`src/rtl/pat_sequencer.sv`:
```
// pat_sequencer: registered next-PC unit for the pattern processor.
// Owns the program counter, a hardware call/return stack and a single-level
// hardware loop counter. The decoder supplies one-hot op strobes plus
// immediates; pc drives the instruction memory address port.
//
// Ports:
//   clk, reset          clock (rising edge), asynchronous active-high reset
//   en                  advance; low freezes every piece of state
//   op_*                decoder op strobes (call > return > bf > bb > loop_br > loop_set)
//   offset, target      branch displacement (zero-extended), absolute call target
//   loop_count          loop counter reload value
//   clear_err           clear sticky overflow/underflow (a same-cycle fault wins)
//   pc                  registered program counter
//   depth               stack occupancy 0..STACK_DEPTH
//   stack_full/empty    occupancy flags
//   overflow/underflow  sticky stack fault flags
//   loop_cnt            current loop counter
//   loop_active         loop_cnt != 0
module pat_sequencer #(
    parameter int unsigned I_ADR_WIDTH  = 10,
    parameter int unsigned OFFSET_WIDTH = 8,
    parameter int unsigned STACK_DEPTH  = 8,
    parameter int unsigned LOOP_WIDTH   = 8,
    parameter int unsigned RESET_PC     = 0,
    localparam int unsigned DW          = $clog2(STACK_DEPTH + 1)
) (
    input  logic                    clk,
    input  logic                    reset,
    input  logic                    en,
    input  logic                    op_bf,
    input  logic                    op_bb,
    input  logic                    op_call,
    input  logic                    op_return,
    input  logic                    op_loop_set,
    input  logic                    op_loop_br,
    input  logic [OFFSET_WIDTH-1:0] offset,
    input  logic [I_ADR_WIDTH-1:0]  target,
    input  logic [LOOP_WIDTH-1:0]   loop_count,
    input  logic                    clear_err,
    output logic [I_ADR_WIDTH-1:0]  pc,
    output logic [DW-1:0]           depth,
    output logic                    stack_full,
    output logic                    stack_empty,
    output logic                    overflow,
    output logic                    underflow,
    output logic [LOOP_WIDTH-1:0]   loop_cnt,
    output logic                    loop_active
);

    // Index width of the stack array; depth itself needs one more code for "full".
    localparam int unsigned AW = $clog2(STACK_DEPTH);

    logic [I_ADR_WIDTH-1:0] pc_q, pc_d;
    logic [DW-1:0]          depth_q, depth_d;
    logic [LOOP_WIDTH-1:0]  lcnt_q, lcnt_d;
    logic                   ovf_q, ovf_d;
    logic                   unf_q, unf_d;

    logic [I_ADR_WIDTH-1:0] stack_mem [STACK_DEPTH];

    logic [I_ADR_WIDTH-1:0] pc_inc;
    logic [I_ADR_WIDTH-1:0] off_ext;
    logic [DW-1:0]          depth_m1;
    logic [AW-1:0]          wr_idx;
    logic [AW-1:0]          rd_idx;
    logic                   full;
    logic                   empty;
    logic                   push;

    assign pc_inc   = pc_q + I_ADR_WIDTH'(1);
    assign off_ext  = I_ADR_WIDTH'(offset);
    assign depth_m1 = depth_q - DW'(1);
    assign wr_idx   = depth_q[AW-1:0];
    // Read at the current depth, so a call followed by a return yields the fresh push.
    assign rd_idx   = depth_m1[AW-1:0];
    assign full     = (depth_q == DW'(STACK_DEPTH));
    assign empty    = (depth_q == '0);

    always_comb begin
        pc_d    = pc_q;
        depth_d = depth_q;
        lcnt_d  = lcnt_q;
        ovf_d   = ovf_q;
        unf_d   = unf_q;
        push    = 1'b0;

        if (en) begin
            pc_d = pc_inc;
            // Clear first so a fault raised below in the same cycle wins.
            if (clear_err) begin
                ovf_d = 1'b0;
                unf_d = 1'b0;
            end

            if (op_call) begin
                if (full) begin
                    ovf_d = 1'b1;
                end else begin
                    push    = 1'b1;
                    depth_d = depth_q + DW'(1);
                    pc_d    = target;
                end
            end else if (op_return) begin
                if (empty) begin
                    unf_d = 1'b1;
                end else begin
                    depth_d = depth_m1;
                    pc_d    = stack_mem[rd_idx];
                end
            end else if (op_bf) begin
                pc_d = pc_q + off_ext;
            end else if (op_bb) begin
                pc_d = pc_q - off_ext;
            end else if (op_loop_br) begin
                if (lcnt_q != '0) begin
                    lcnt_d = lcnt_q - LOOP_WIDTH'(1);
                    pc_d   = pc_q - off_ext;
                end
            end else if (op_loop_set) begin
                lcnt_d = loop_count;
            end
        end
    end

    always_ff @(posedge clk or posedge reset) begin
        if (reset) begin
            pc_q    <= I_ADR_WIDTH'(RESET_PC);
            depth_q <= '0;
            lcnt_q  <= '0;
            ovf_q   <= 1'b0;
            unf_q   <= 1'b0;
        end else begin
            pc_q    <= pc_d;
            depth_q <= depth_d;
            lcnt_q  <= lcnt_d;
            ovf_q   <= ovf_d;
            unf_q   <= unf_d;
        end
    end

    // Stack contents need no reset; occupancy is tracked by depth_q alone.
    always_ff @(posedge clk) begin
        if (push) begin
            stack_mem[wr_idx] <= pc_inc;
        end
    end

    assign pc          = pc_q;
    assign depth       = depth_q;
    assign stack_full  = full;
    assign stack_empty = empty;
    assign overflow    = ovf_q;
    assign underflow   = unf_q;
    assign loop_cnt    = lcnt_q;
    assign loop_active = (lcnt_q != '0);

endmodule

```
`config.mk`:
```
export PLATFORM = sky130hd
export DESIGN_NAME = pat_sequencer
export DESIGN_NICKNAME = d
export VERILOG_FILES = /design/src/rtl/pat_sequencer.sv
export SDC_FILE = /design/constraint.sdc
export NUM_CORES = 1
export LEC_CHECK = 0
export CAP_MARGIN = 10
export CORE_MARGIN = 4
export CORE_UTILIZATION = 45
export CTS_CLUSTER_SIZE = 30
export DETAILED_ROUTE_END_ITERATION = 16
export MAX_ROUTING_LAYER = met4
export PLACE_DENSITY = 0.69
export SYNTH_ARGS = -nofsm -noshare
export SYNTH_HDL_FRONTEND = slang
export SYNTH_SLANG_ARGS = --single-unit
```
`constraint.sdc`:
```
create_clock -name clk -period 3 [get_ports clk]
set_input_delay 0.45 -clock clk [delete_from_list [all_inputs] [get_ports clk]]
set_output_delay 0.45 -clock clk [all_outputs]
set_load 0.05 [all_outputs]
```
After elaboration in Yosys (flattened, before gate mapping). Memories as Yosys holds them, arrays and structs flattened. Cells that the tools add are included.

Bits in registers: 24. RAM bits: 80. Input bits: 36. Output and inout bits: 27. Logic and storage cells: 53. Memories: 1.

$add $sub $neg: 6. Equality and inequality tests: 4. Multiplexer cells: 27. Bitwise operators: 4. Reduce and logical (&&, ||, !) cells: 6.

Memory list: stack_mem (depth 8, width 10, rd ports 1, clocked after Yosys merged registers in 0, write ports 1, RTL line 59) `logic [I_ADR_WIDTH-1:0] stack_mem [STACK_DEPTH];`.

Operators by type and width (number): 10-bit 2-to-1 mux (8); 8-bit 2-to-1 mux (3); 4-bit 2-to-1 mux (4); 1-bit 2-to-1 mux (12); 10-bit by 1-bit adder with 10-bit output, second input constant (1); 10-bit by 8-bit adder with 10-bit output (1); 10-bit by 8-bit subtractor with 10-bit output (1); 8-bit nonzero test (1); 8-bit by 1-bit subtractor with 8-bit output, second input constant (1); 7-bit AND reduction (1); 4-bit by 1-bit adder with 4-bit output, second input constant (1); 4-bit == test, second input constant (1); 4-bit logical NOT (1); 2-bit inequality test, second input constant (2); 1-bit inverter (4); 4-bit AND reduction (1); 2-bit nonzero test (2); 4-bit by 1-bit subtractor with 4-bit output, second input constant (1); 2-bit by 1-bit inequality test with 1-bit output, second input constant (1).

Depth between registers and ports, before layout.
Word-level depth: 7. Mapped depth: 12. Gate-level depth less buffers: 9.

Least setup slack after synthesis. No wires, ideal clock.

Path type: reg-to-reg. From: register depth_q[0] (netlist: depth[0]). To: memory stack_mem[1][0], enable pin. Setup time: 0.390 ns. Data arrival time: 3.097 ns. Required time: 2.610 ns. Path slack: -0.487 ns. Stages on the path, launching flop included: 11. Buffers on the path: 4. Period minus slack after synthesis: 3.487 ns. Cells stage by stage: dfrtp_1 buf_2 buf_2 inv_1 ha_1 buf_2 nand3b_1 and2_0 clkbuf_1 nand3_1 nor3_1.

Word-level cells in the longest chain between the ends: 6.

Ends and longest elaborated chain: from (decl) (RTL line 54) `logic [DW-1:0] depth_q, depth_d;`; from (signal assigned) (RTL line 134) `depth_q <= depth_d;`; 4-bit == test (RTL line 76) `assign full = (depth_q == DW'(STACK_DEPTH));`; 1-bit 2-to-1 mux (RTL line 96) `if (full) begin`; 1-bit 2-to-1 mux (RTL line 95) `if (op_call) begin`; 1-bit 2-to-1 mux (RTL line 87) `if (en) begin`; 1-bit 2-to-1 mux (RTL line 143) `if (push) begin`; 1-bit 2-to-1 mux (implied by the code) (RTL line 144) `stack_mem[wr_idx] <= pc_inc;`; to (decl) (RTL line 59).

Several ways; a longest one is shown, not always the timed one.

Final worst setup path.
From: register lcnt_q[0] (netlist: loop_cnt[0]). To: output loop_active.

Word-level cells in the longest chain between the ends: 1.

Ends and longest elaborated chain: from (decl) (RTL line 55) `logic [LOOP_WIDTH-1:0] lcnt_q, lcnt_d;`; from (signal assigned) (RTL line 135) `lcnt_q <= lcnt_d;`; 8-bit nonzero test (RTL line 155) `assign loop_active = (lcnt_q != '0);`; to (decl) (RTL line 47) `output logic loop_active`.

No other way between the ends.

==> impl_metrics.env <==
export IMPL_ir_drop_v=0.000438
export IMPL_rows=41
export IMPL_fin_cells=735
export IMPL_coreArea_um2=12600
export IMPL_insertion_delay_ns=0.34
export IMPL_fin_tns_setup_ns=0
export IMPL_postPlaceCellArea_um2=6800
export IMPL_die_y_um=121
export IMPL_rr_endpoint="loop_cnt[1]"
export IMPL_critPathArrivalTime_ns=2.26
export IMPL_yosysUniqueCellTypes=71
export IMPL_slew_viol_final=0
export IMPL_post_cts_buffers=0
export IMPL_fmax_mhz=368
export IMPL_synth_ff_type="edfxtp_1"
export IMPL_drv_cap=0
export IMPL_regArea_um2=3000
export IMPL_cts_clk_slew_worst_paths_ns=0.07
export IMPL_setup_slack_ns=0.286
export IMPL_clock_sinks=104
export IMPL_clock_root_buffer="clkbuf_16"
export IMPL_power_per_cell_area_nw_per_um2=969
export IMPL_grt_total_usage_pct=20.8
export IMPL_final_common_cell="edfxtp_1"
export IMPL_cp_cell_sequence="inv_1 -> ha_1 -> nor3b_4 -> and2_1 -> nand2_1 -> clkdlybuf4s50_1"
export IMPL_num_vias=4302
export IMPL_worst_setup_path_type="reg2out"
export IMPL_rr_worst_depth=8
export IMPL_final_cell_area_um2=7100
export IMPL_io_buffer_count=62
export IMPL_cts_tree="yes"
export IMPL_whs_ns=0.437
export IMPL_grt_start_max_net_pins=27
export IMPL_pre_cts_slack_ns=0.0567
export IMPL_dieArea_um2=14700
export IMPL_synth_edf_count=80
export IMPL_cp_max_fo=4
export IMPL_slew_headroom_pct=55.1
export IMPL_seq_area_frac_synth_pct=52.0
export IMPL_synth_avg_cell_area_um2=12.0
export IMPL_critPathLaunchType="flop"
export IMPL_cts_resized=0
export IMPL_power_leakage_nw=2.60
export IMPL_hold_buffers=0
export IMPL_setup_viol=0
export IMPL_setup_worst_path_start="loop_cnt[0]"
export IMPL_fillerInstances=1072
export IMPL_slowest_delay_ns=0.80
export IMPL_tightestPinTransition_ns=0.674
export IMPL_finalHoldViolCount=0
export IMPL_cp_required_ns=2.55
export IMPL_clock_path_buffers=2
export IMPL_gp_congestion=0.842
export IMPL_place_inst=720
export IMPL_ys_ff_latch=104
export IMPL_grt_pass1_vias=4273
export IMPL_route_detailed_drc=0
export IMPL_syn_inst=480
export IMPL_yosys_warnings=0
export IMPL_endpoint="loop_active"
export IMPL_layout_nets=617
export IMPL_viasPerCell=5.85
export IMPL_htree_levels=3
export IMPL_synth_nets=538
export IMPL_async_reset_ff_share_pct=23.1
export IMPL_rrSetupSlack_ns=0.48
export IMPL_outcome="complete, no violations"
export IMPL_antenna_found_initial=0
export IMPL_die_x_um=121
export IMPL_firstDrtPassIters=5
export IMPL_hpwlAfterDp_um=10400
export IMPL_multi_input_area_um2=2560
export IMPL_cp_depth=6
export IMPL_syn_area_um2=5770
export IMPL_ios=63
export IMPL_routed_wl_um=14500
export IMPL_grt_pass1_wl_um=23000
export IMPL_areaGrowthSynthToFinish_pct=23.0
export IMPL_r2r_start="loop_cnt[0]"
export IMPL_overflow=0
export IMPL_final_cell_mix="edfxtp_1, clkdlybuf4s50_1, nor2_1, buf_4, inv_1"
export IMPL_finalCritPeriodShare_pct=90.5
export IMPL_n_antenna_cell=0
export IMPL_fin_crit_ns=2.71
export IMPL_crit_family="buffers and inverters"
export IMPL_start_util_pct=45.9
export IMPL_critPathBufInv=2
export IMPL_numCtsBuffers=9
export IMPL_cp_slowest_cell="clkdlybuf4s50_1"
export IMPL_routedWlPerCell_um=19.7
export IMPL_rsz0062_at_grt="no"
export IMPL_clock_skew_final_ns=0.00727
export IMPL_hold_path_class="in2async"
export IMPL_end_kind="primary output"
export IMPL_antenna_left=0
export IMPL_drtIter0Drc=399
export IMPL_drive_above_1_share_pct=16.0
-- metrics by stage --
step | utilization [%] | power [mW]
2_1_floorplan | - | 4.55
3_3_place_gp | 54.1 | 5.66
3_5_place_dp | 54.1 | 5.72
4_1_cts | 56.5 | 6.90
5_1_grt | 56.5 | 7.24
6_report | 56.5 | 6.88
-- layer usage --
layer  global-route usage, %  up-vias  part of all wire (%)
li1                        -     1987                     -
met5                       -        -                     0
met4                    6.79        0                   2.4
met3                    3.54       28                   4.9
met2                    34.2      149                    50
met1                    26.4     2138                    43
-- cell families (layout without fill, tap and decap cells) --
logic type | count (synthesis) | in the layout | share of synthesized area, %
flip-flops | 104 | 104 | 52.0
XOR/XNOR | 20 | 20 | 3.17
buffers and inverters | 58 | 141 | 4.16
multiplexers | 29 | 29 | 9.48
adder cells (fa/ha/maj) | 22 | 22 | 5.03
AND/OR/NAND/NOR | 132 | 132 | 11.6
AO/OA/AOI/OAI | 115 | 115 | 14.5
-- worst reg2reg max path: stages (launching register included) --
cell and delay (ns):
dfrtp_1 0.40, inv_1 0.07, ha_1 0.23, nor3b_4 0.17, a31oi_4 0.27, a21oi_1 0.06
nand4b_1 0.62, a211oi_1 0.48, a21oi_1 0.08
-- Yosys cell counts, types with 2 or more instances --
cell type	number	area, um2
nand2_1	27	101
nor2_1	41	154
xnor2_1	9	78.8
a32o_1	2	20.0
nand4_1	4	25.0
o21bai_1	2	15.0
ha_1	20	250
o21ai_0	13	65.1
o31a_1	3	26.3
or2_2	3	18.8
or3_1	3	18.8
a31oi_1	9	56.3
nor4b_1	2	17.5
a311o_1	4	40.0
a21oi_1	22	110
a211oi_1	6	45.0
o21a_1	6	45.0
nor3b_1	3	22.5
nor2b_1	4	25.0
fa_1	2	40.0
nor3_1	10	50.1
nand2b_1	6	37.5
dfrtp_1	24	601
xor2_1	10	87.6
buf_4	2	15.0
edfxtp_1	80	2400
clkbuf_1	17	63.8
or4_1	3	22.5
mux4_2	20	450
buf_2	6	30.0
o22a_1	10	87.6
o22ai_1	3	18.8
o311ai_0	2	17.5
o221ai_1	2	17.5
nand3_1	12	60.1
nor4_1	4	25.0
o211ai_1	7	52.6
a221oi_1	6	52.6
inv_1	31	116
o31ai_1	3	22.5
mux2i_1	7	70.1
-- worst min-delay path by stage --
stage                        to  slack [ns]  cells after the start
CTS                    depth[3]        0.45                      2
global placement       overflow        0.48                      1
floorplan              depth[1]        0.46                      1
detailed placement     overflow        0.49                      1
finish                 depth[3]        0.44                      2
global route        loop_cnt[1]        0.46                      2
-- final cells by class --
cell class,instances,area share [%]
Tap cell,172,3.03
Inverter,31,1.64
Sequential cell,104,42.3
Timing Repair Buffer,95,12.7
Clock inverter,6,0.970
Multi-Input combinational cell,318,36.1
Clock buffer,9,3.17
-- report_power, final --
part | internal, mW | switching [mW] | total [mW]
Combinational | 1.46 | 2.03 | 3.50
Sequential | 1.95 | 0.262 | 2.21
Clock | 0.647 | 0.520 | 1.17
Total | 4.06 | 2.82 | 6.88
-- sequential cells by signal (all words and copies together) (netlist names) --
register and count:
depth 4, loop_cnt 8, overflow 1, pc 10, stack_mem 80, underflow 1
No activity file was read; power rests on OpenSTA's default activity.
